==> src/rtl/rx_word_assembler.sv <==
// Serial-to-parallel word assembler: collects NUM_BITS+1 strobed bits into a word
// and pulses word_load for one cycle. Optional even-parity bit via `WORD_PARITY_EN.
module rx_word_assembler #(
   parameter int NUM_BITS  = 11,
   parameter bit MSB_FIRST = 1'b1
) (
   input  logic                clk,
   input  logic                n_rst,
   input  logic                serial_in,
   input  logic                bit_valid,
   input  logic                frame_start,
   input  logic                err_clear,
   output logic [NUM_BITS:0]   word_out,
   output logic                word_load,
   output logic                busy,
   output logic                frame_err,
   output logic                parity_err
);

   localparam int W  = NUM_BITS + 1;
   localparam int CW = (NUM_BITS < 1) ? 1 : $clog2(NUM_BITS + 1);

   typedef enum logic [1:0] {
      IDLE,
      SHIFT,
`ifdef WORD_PARITY_EN
      PARITY,
`endif
      LOAD
   } state_t;

   state_t          state, state_nxt;
   logic [CW-1:0]   cnt, cnt_nxt;
   logic [W-1:0]    sreg, sreg_nxt;
   logic [W-1:0]    shift_cur, first_bit;
   logic            ferr_set;
`ifdef WORD_PARITY_EN
   logic            perr_set;
`endif

   // first_bit is the register image after a frame_start that also carries a bit
   always_comb begin
      if (MSB_FIRST) begin
         shift_cur = {sreg[W-2:0], serial_in};
         first_bit = {{(W-1){1'b0}}, serial_in};
      end else begin
         shift_cur = {serial_in, sreg[W-1:1]};
         first_bit = {serial_in, {(W-1){1'b0}}};
      end
   end

   always_comb begin
      state_nxt = state;
      cnt_nxt   = cnt;
      sreg_nxt  = sreg;
      ferr_set  = 1'b0;
`ifdef WORD_PARITY_EN
      perr_set  = 1'b0;
`endif
      if (frame_start) begin
         state_nxt = SHIFT;
`ifdef WORD_PARITY_EN
         ferr_set  = (state == SHIFT) || (state == PARITY);
`else
         ferr_set  = (state == SHIFT);
`endif
         if (bit_valid) begin
            sreg_nxt = first_bit;
            cnt_nxt  = CW'(1);
         end else begin
            sreg_nxt = '0;
            cnt_nxt  = '0;
         end
      end else begin
         case (state)
            IDLE: ;
            SHIFT: begin
               if (bit_valid) begin
                  sreg_nxt = shift_cur;
                  // counter is cleared on the final bit so it never wraps
                  if (cnt == CW'(NUM_BITS)) begin
                     cnt_nxt = '0;
`ifdef WORD_PARITY_EN
                     state_nxt = PARITY;
`else
                     state_nxt = LOAD;
`endif
                  end else begin
                     cnt_nxt = cnt + CW'(1);
                  end
               end
            end
`ifdef WORD_PARITY_EN
            PARITY: begin
               if (bit_valid) begin
                  perr_set  = ((^sreg) != serial_in);
                  state_nxt = LOAD;
               end
            end
`endif
            LOAD:    state_nxt = IDLE;
            default: state_nxt = IDLE;
         endcase
      end
   end

   always_ff @(posedge clk or negedge n_rst) begin
      if (!n_rst) begin
         state     <= IDLE;
         cnt       <= '0;
         sreg      <= '0;
         word_out  <= '0;
         frame_err <= 1'b0;
      end else begin
         state <= state_nxt;
         cnt   <= cnt_nxt;
         sreg  <= sreg_nxt;
         if (state_nxt == LOAD) begin
            word_out <= sreg_nxt;
         end
         if (ferr_set) begin
            frame_err <= 1'b1;
         end else if (err_clear) begin
            frame_err <= 1'b0;
         end
      end
   end

`ifdef WORD_PARITY_EN
   always_ff @(posedge clk or negedge n_rst) begin
      if (!n_rst) begin
         parity_err <= 1'b0;
      end else if (perr_set) begin
         parity_err <= 1'b1;
      end else if (err_clear) begin
         parity_err <= 1'b0;
      end
   end
`else
   assign parity_err = 1'b0;
`endif

   assign word_load = (state == LOAD);
   assign busy      = (state != IDLE);

endmodule
==> config.mk <==
export PLATFORM = sky130hd
export DESIGN_NAME = rx_word_assembler
export DESIGN_NICKNAME = d
export VERILOG_FILES = /design/src/rtl/rx_word_assembler.sv
export SDC_FILE = /design/constraint.sdc
export NUM_CORES = 1
export LEC_CHECK = 0
export ABC_AREA = 1
export CAP_MARGIN = 10
export CELL_PAD_IN_SITES_DETAIL_PLACEMENT = 1
export CELL_PAD_IN_SITES_GLOBAL_PLACEMENT = 1
export CORE_UTILIZATION = 39
export DETAILED_ROUTE_END_ITERATION = 16
export PLACE_DENSITY = 0.78
export SLEW_MARGIN = 20
export SYNTH_ARGS = -nofsm -noshare
export SYNTH_HDL_FRONTEND = slang
export SYNTH_SLANG_ARGS = --single-unit
==> constraint.sdc <==
create_clock -name clk -period 1.4 [get_ports clk]
set_input_delay 0.28 -clock clk [delete_from_list [all_inputs] [get_ports clk]]
set_output_delay 0.28 -clock clk [all_outputs]
set_load 0.03 [all_outputs]
# Word level (Yosys, flattened, before mapping)
# Index checks and enable logic that the tools add are counted.
[totals]
elab_cells = 32
reg_bits = 31
in_bits = 6
[classes]
n_mux = 16
eq_ne = 4
addsub = 1
n_reduce_logical = 6
[ops]
columns = ["op", "count"]
rows = [
  ["2-to-1 mux 12 bit", 3],
  ["2-to-1 mux 4 bit", 4],
  ["nonzero test 2 bit", 4],
  ["2-to-1 mux 2 bit", 3],
  ["2-to-1 mux 1 bit", 5],
  ["adder 4 x 1 -> 4 bit, second input constant", 1],
  ["== test 2 bit, second input constant", 2],
  ["== test 4 bit, second input constant", 1],
  ["one-hot mux 2 bit (2 select lines)", 1],
  ["== test 2 x 1 -> 1 bit, second input constant", 1],
  ["zero test 2 bit", 1],
  ["AND reduction 2 bit", 1],
]

# Depth between registers and ports, before layout
# Gate-level depths: netlist (run 1).
[depth]
depth_word = 6
depth_mapped = 8

# Least setup slack after synthesis (run 1)
# No wires, ideal clock.
[synth_timing]
path_type = "register to register"
start = "reg cnt[0]"
end = "reg word_out[10]"
t_arrival_ps = 1106
path_buffers = 1
stages_incl_launch_ff = 9
t_required_ps = 1283
slack_ps = 177
setup_ps = 117
path_cell_list = "dfrtp_1 ha_1 nand2_2 nor2_4 nand3_4 clkinv_4 buf_6 nand2_1 nand2_1"
[synth_between]
elab_chain_len = 6
[synth_lines]
columns = ["item", "line", "source"]
rows = [
  ["start, declared", "33", "logic [CW-1:0] cnt, cnt_nxt;"],
  ["start signal, assigned", "116", "cnt <= cnt_nxt;"],
  ["== test 4 bit", "81", "if (cnt == CW'(NUM_BITS)) begin"],
  ["2-to-1 mux 2 bit", "81", ""],
  ["2-to-1 mux 2 bit", "78", "if (bit_valid) begin"],
  ["one-hot mux 2 bit (2 select lines)", "75", "case (state)"],
  ["2-to-1 mux 2 bit", "60", "if (frame_start) begin"],
  ["named net state_nxt[1]", "32", "state_t state, state_nxt;"],
  ["== test 2 bit", "118", "if (state_nxt == LOAD) begin"],
  ["end signal, assigned", "119", "word_out <= sreg_nxt;"],
  ["end, declared", "13", "output logic [NUM_BITS:0] word_out,"],
]
# The timed path passes the listed nets, and every way through them passes these cells.
# A chain may end at the register's enable or synchronous reset.

# Worst setup path after layout (run 1)
[layout_timing]
start = "reg state[1]"
end = "out busy"
[layout_between]
elab_chain_len = 1
[layout_lines]
columns = ["item", "line", "source"]
rows = [
  ["start, declared", "32", ""],
  ["start signal, assigned", "115", "state <= state_nxt;"],
  ["nonzero test 2 bit", "144", "assign busy = (state != IDLE);"],
  ["end, declared", "15", "output logic busy,"],
]
# No other way between the ends.

==> metrics.md, run 1 <==
| Metric | Value |
|---|---|
| Met2 Wirelength | `around 1800 µm` |
| Status | `completed` |
| TNS Setup | `0 ns` |
| Slowest cell on crit path | `dfrtp_1` |
| Total CTS buffers | `5` |
| DRT Wirelength | `3470 µm` |
| Die ar. | `3800 µm²` |
| Post-synthesis xor/xnor area fraction | `0%` |
| Minimum clock period | `1.40 ns` |
| Kind of critical path | `reg -> out` |
| Io pins | `22` |
| Final setup violating endpoints | `0` |
| Complex-gate fraction of the synthesized area | `1.53%` |
| Max layer used | `met4` |
| Reg clk slew, reported paths | `around 0.1 ns` |
| Avg Cell Area, Syn | `9.14 µm²` |
| Met3 routed wirelength | `103 µm` |
| Post-Synth Adder-Cell Area | `0.901%` |
| DR WL/cell | `around 15 µm` |
| Buf+Inv Stages, Crit Path | `1` |
| Ys async rst share | `100%` |
| Max-slew violations | `0` |
| Clock Tree Buf Depth | `2` |
| Cells after synthesis | `152` |
| Share of cells above drive strength 1 | `22.3%` |
| Leading cell type in the layout, fill and taps excluded | `nand2_1` |
| #FFs+latches synth | `31` |
| Initial DRC Count | `22` |
| Main combinational cell family by area after synthesis | `simple AND/OR/NAND/NOR gates` |
| GP Congestion | `0.745` |
| Crit-path cells | `or2_4, buf_6` |
| Simple-gate area share of the yosys netlist | `about 34%` |
| Layout fillers | `about 420` |
| Post-Syn Nets | `159` |
| Largest stage delay, worst path | `0.40 ns` |
| Vias in the first global route | `1,200` |
| Nature of the critical path startpoint | `register` |
| Max Clock Skew | `around 0.0037 ns` |
| Largest net degree at the start of global routing | `32` |
| Power Density | `883 nW/µm²` |
| Die width | `61.7 µm` |
| DR pass1 iterations | `4` |
| Hold crit path type | `in -> async` |
| ANT nets after route | `0` |
| Fin cells | `between 200 and 250` |
| Clock sinks | `31` |
| Wire length on met1 | `1450 µm` |
| Post-synth EDFFs | `0` |
| Vias per cell | `5.03` |
| Final Cell Area | `1770 µm²` |
| PortBufs | `20` |
| Distinct cells, synth | `23` |
| Layout Utilization | `52.5%` |
| Leakage | `0.942 nW` |
| RSZ-0062 raised after global routing | `true` |
| Initial core utilization | `41.3%` |
| Fmax | `0.716 GHz` |
| Chip Height | `61.7 µm` |
| Max-Cap Viols | `0` |
| Ant diodes | `0` |
| Post-DP Area | `1690 µm²` |
| Crit Path Max Fanout | `2` |
| Core Area | `3360 µm²` |
| Routed via count | `1,176` |
| CP arrival | `1.12 ns` |
| Clock root cell | `clkbuf_4` |
| Area Growth Syn to Fin | `27.1%` |
| HPWL after DPL | `roughly 2300 µm` |
| Fin crit share | `99.8%` |
| Fraction of synthesized area in multiplexers | `0%` |
| Commonest cells after routing, fill and taps aside | `nand2_1 (58), dfrtp_1 (31), nand3_1 (29)` |
| Final net count | `194` |
| Later-pin clock latency in the skew report | `about 0.33 ns` |
| CP endpoint kind | `primary output` |
| Placed instance count | `223` |
| Sequential fraction of the synthesis area | `55.9%` |
| Initial antenna violation count | `0` |
| First-pass GRT wire length | `5550 µm` |
| Global-route usage over all layers | `20.7%` |
| Syn Std Cell Area | `1390 µm²` |
| Delay-heaviest family, CP | `flip-flops` |
| Warnings, synthesis | `0` |
| Hold buffer count at CTS | `0` |
| Total gr overflow | `0` |
| Final Hold Viols | `0` |
| Post-synth top flop | `dfrtp_1` |
| Peak VDD IR | `519 µV` |
| TritonCTS clock tree | `done` |
| # DRC | `0` |
| CP required | `1.12 ns` |
| H-tree levels | `2` |
| Core Rows | `21` |
[registers in the layout, indices dropped and copies added (netlist names)]
signal     cells
sreg          12
word_out      12
frame_err      1
cnt            4
state          2
[final timing paths]
| path | slack [ns] | startpoint | end | cells past startpoint |
|---|---|---|---|---|
| min | 0.30 | n_rst | word_out[1] | 2 |
| min in group clk | 0.48 | word_out[1] | word_out[1] | 2 |
| max | 0.003 | state[1] | busy | 2 |
| max reg2reg | 0.04 | cnt[1] | word_out[0] | 7 |
| max in group asynchronous | 0.93 | n_rst | sreg[5] | 2 |
| min reg2reg | 0.48 | word_out[1] | word_out[1] | 2 |
[worst reg2reg max path: cells and delay by family, from the launching register on]
| family | cells | cell delay, ns |
|---|---|---|
| AND/OR/NAND/NOR | 5 | 0.54 |
| adder cells (fa/ha/maj) | 1 | 0.22 |
| flip-flops | 1 | 0.41 |
| buffers and inverters | 1 | 0.14 |
[layout make-up]
type	count	area [µm²]	share of cell area (%)
Clock buffer	7	45.0	2.55
Multi-Input combinational cell	107	527	29.8
Clock inverter	1	5.00	0.283
Tap cell	46	57.6	3.26
Sequential cell	31	776	43.9
Timing Repair Buffer	34	315	17.9
Inverter	8	40.0	2.27
[logic make-up (layout without fill, tap and decap cells)]
group / Yosys count / count (layout)
compound gates: 4 / 4
fa+ha+maj: 1 / 1
buf+inv: 15 / 50
flops: 31 / 31
other cells: 1 / 1
simple gates: 100 / 101
[where the power goes]
group | switching [mW] | internal [mW]
Combinational | 0.0808 | 0.0582
Sequential | 0.0121 | 0.908
Clock | 0.304 | 0.195
[cell usage after synthesis (all sizes together), types with 2 or more instances]
master / n / area [µm²]
nand2: 62 / 243
dfrtp: 31 / 776
nand3: 30 / 163
inv: 7 / 26.3
buf: 6 / 60.1
nor2: 5 / 42.5
o21ai: 2 / 10.0
[per-stage QoR]
step / power [mW] / worst slack (ns) / hold slack (ns)
2_1_floorplan: 1.00 / 0.177 / -0.0156
3_3_place_gp: 1.07 / -0.168 / 0.462
3_5_place_dp: 1.07 / -0.203 / 0.470
4_1_cts: 1.57 / -0.188 / 0.300
5_1_grt: 1.63 / -0.0342 / 0.309
6_report: 1.56 / 0.00265 / 0.300
[metal layers]
layer  vias to the layer above  GRT usage [%]
met1                       590           25.4
met4                         0           9.52
met5                         -              0
li1                        557              -
met3                         9           4.83
met2                        20           34.6
[repair_timing]
| item | in CTS | in global routing |
|---|---|---|
| endpoints found under the setup margin | 17 | 27 |
| pin swaps | 1 | 1 |
| setup buffers | 0 | 2 |
| resized for setup | 19 | 29 |
| gates cloned | 1 | 0 |
Note: power is estimated with default switching activity, not from simulation.
==> run 2: changes to the inputs <==
- CELL_PAD_IN_SITES_DETAIL_PLACEMENT: 1 -> not set
- CELL_PAD_IN_SITES_GLOBAL_PLACEMENT: 1 -> not set
- CORE_UTILIZATION: 39 -> 40
- PLACE_DENSITY: 0.78 -> 0.63
==> run 2 against run 1 <==
- the flow now finishes with violations (setup timing)
- clock-buffer cell count down 1
- via count down 5.2%
- die area fell by 2.4%
- register-to-register slack barely moved
- sequential share of layout area fell by 0.58 points
- critical path depth stayed put
- first-iteration DRC count grew to 3.2 times the previous value
- clock skew rose by 0.0092 ns
- worst hold slack improved by 0.0082 ns
- non-clock buffer count shrank 4
- worst setup slack worse by 0.0073 ns
- cell count decreased by 1.3%
==> metrics.md, run 2 (same netlist as run 1, synthesis figures left out) <==
| Metric | Value |
|---|---|
| Met3 routed wirelength | `146 µm (was 103 µm)` |
| Kind of critical path | `reg -> out (unchanged)` |
| Minimum clock period | `1.40 ns (about the same)` |
| Core Area | `3340 µm² (was 3360 µm²)` |
| Crit Path Max Fanout | `2 (unchanged)` |
| Crit-path cells | `or2_4, buf_6 (unchanged)` |
| Placed instance count | `219 (was 223)` |
| Max-slew violations | `0 (unchanged)` |
| Commonest cells after routing, fill and taps aside | `nand2_1 (49), dfrtp_1 (31), nand3_1 (29) (was nand2_1 (58), dfrtp_1 (31), nand3_1 (29))` |
| Met2 Wirelength | `1430 µm (was 1840 µm)` |
| Register-to-Register Path Depth | `7 (unchanged)` |
| H-tree levels | `2 (unchanged)` |
| Reg clk slew, reported paths | `0.10 ns (about the same)` |
| Biggest regs | `sreg (12), word_out (12), cnt (4) (unchanged)` |
| Max-Cap Viols | `0 (unchanged)` |
| Fmax | `0.712 GHz (was 0.716 GHz)` |
| Vias in the first global route | `1,056 (was 1,200)` |
| Clock sinks | `31 (unchanged)` |
| Leakage | `0.977 nW (was 0.942 nW)` |
| Total gr overflow | `0 (unchanged)` |
| DR WL/cell | `12.7 µm (was 14.8 µm)` |
| Slowest cell on crit path | `dfrtp_1 (unchanged)` |
| DR pass1 iterations | `4 (unchanged)` |
| Peak VDD IR | `544 µV (was 519 µV)` |
| Worst R2R Setup Slack | `0.04 ns (about the same)` |
| CP arrival | `1.12 ns (about the same)` |
| Delay-heaviest family, CP | `flip-flops (unchanged)` |
| Routed via count | `1,115 (was 1,176)` |
| Largest net degree at the start of global routing | `32 (unchanged)` |
| Nature of the critical path startpoint | `register (unchanged)` |
| Post-DP Area | `1640 µm² (was 1690 µm²)` |
| Largest stage delay, worst path | `0.43 ns (was 0.40 ns)` |
| Initial antenna violation count | `0 (unchanged)` |
| Core Rows | `21 (unchanged)` |
| Io pins | `22 (unchanged)` |
| Share of cells above drive strength 1 | `25.4% (was 22.3%)` |
| Later-pin clock latency in the skew report | `0.32 ns (was 0.33 ns)` |
| Die ar. | `3710 µm² (was 3800 µm²)` |
| # DRC | `0 (unchanged)` |
| Final Power | `1.55 mW (was 1.56 mW)` |
| CP required | `1.12 ns (about the same)` |
| HPWL after DPL | `1790 µm (was 2280 µm)` |
| Clock root cell | `clkbuf_4 (unchanged)` |
| Fin cells | `231 (was 234)` |
| Chip Height | `60.9 µm (was 61.7 µm)` |
| Failing checks | `setup timing` |
| Initial DRC Count | `71 (was 22)` |
| Hold crit path type | `in -> async (unchanged)` |
| Final Cell Area | `1790 µm² (was 1770 µm²)` |
| Fin crit share | `100% (was 99.8%)` |
| Total CTS buffers | `5 (unchanged)` |
| RSZ-0062 raised after global routing | `true (unchanged)` |
| Buf+Inv Stages, Crit Path | `1 (unchanged)` |
| Max Clock Skew | `0.0129 ns (was 0.00369 ns)` |
| PortBufs | `20 (unchanged)` |
| Power Density | `869 nW/µm² (was 883 nW/µm²)` |
| Place WS | `-0.206 ns (was -0.203 ns)` |
| RR Endpoint | `word_out[1] (was word_out[0])` |
| Final net count | `191 (was 194)` |
| DRT Wirelength | `2930 µm (was 3470 µm)` |
| GP Congestion | `0.728 (was 0.745)` |
| Ant diodes | `0 (unchanged)` |
| Area Growth Syn to Fin | `28.8% (was 27.1%)` |
| TritonCTS clock tree | `done (unchanged)` |
| First-pass GRT wire length | `4630 µm (was 5550 µm)` |
| Clock Tree Buf Depth | `2 (unchanged)` |
| Final Hold Viols | `0 (unchanged)` |
| Wire length on met1 | `1340 µm (was 1450 µm)` |
| Vias per cell | `4.83 (was 5.03)` |
| ANT nets after route | `0 (unchanged)` |
| Initial core utilization | `41.6% (was 41.3%)` |
| Die width | `60.9 µm (was 61.7 µm)` |
| Leading cell type in the layout, fill and taps excluded | `nand2_1 (unchanged)` |
| Status | `complete, but fails checks (was completed)` |
| Final worst slack | `-0.00466 ns (was 0.00265 ns)` |
| Global-route usage over all layers | `17.3% (was 20.7%)` |
| Max layer used | `met4 (unchanged)` |
| CP endpoint kind | `primary output (unchanged)` |
| Final setup violating endpoints | `1 (was 0)` |
| Hold Slack | `0.308 ns (was 0.300 ns)` |
| Crit Reg-Reg Startpoint | `cnt[1] (unchanged)` |
## run 2: changes by cell type in the layout (fill, tap and decap cells not counted), sizes merged
cell,delta
clkinvlp,+1
clkbuf,-4
buf,-4
dlygate4sd2,+3
inv,+1
## run 2: report_power, final
part           total (mW)  internal [mW]  leakage [nW]  switching, mW
Combinational       0.131         0.0525         0.529         0.0782
Sequential          0.922          0.908         0.420         0.0134
Clock               0.502          0.194        0.0282          0.308
Total                1.55           1.15         0.977          0.400
## run 2: metal layers
layer  global-route usage (%)  vias up
met1                     21.4      537
met2                     29.2       29
met5                        0        -
met3                     5.76        2
li1                         -      547
met4                     4.87        0
## run 2: area by class of cell
cell class	count	area (µm²)
fillers	321	1550
flip-flops and latches	31	776
multi-input cells	107	574
repair buffers	30	284
well taps	46	57.6
clock buffers	6	41.3
inverters	8	37.5
clock inverters	2	12.5
repair inverters	1	6.26
## run 2: how the worst max path moves through the flow
stage           startpoint      endpoint  slack (ns)  cells after the start
2_1_floorplan       cnt[0]  word_out[10]        0.18                      8
3_3_place_gp   frame_start   word_out[0]       -0.19                      7
3_5_place_dp   frame_start   word_out[0]       -0.21                      7
4_1_cts           state[1]          busy       -0.21                      2
5_1_grt             cnt[1]   word_out[9]       -0.05                      7
6_report          state[1]          busy      -0.005                      2
## run 2: stage by stage
stage / setup TNS (ns) / utilization, %
floorplan: 0 / -
global placement: -2.32 / 49.2
detailed placement: -2.55 / 49.2
CTS: -0.215 / 50.6
global route: -0.357 / 53.6
finish: -0.00466 / 53.6
## run 2: what timing repair did
item	CTS	global route
buffers inserted	0	2
cloned	0	2
endpoints found under the setup margin	15	25
endpoints found under the hold margin	0	0
pin swaps	0	9
hold buffers	0	0
gates resized for setup	18	37
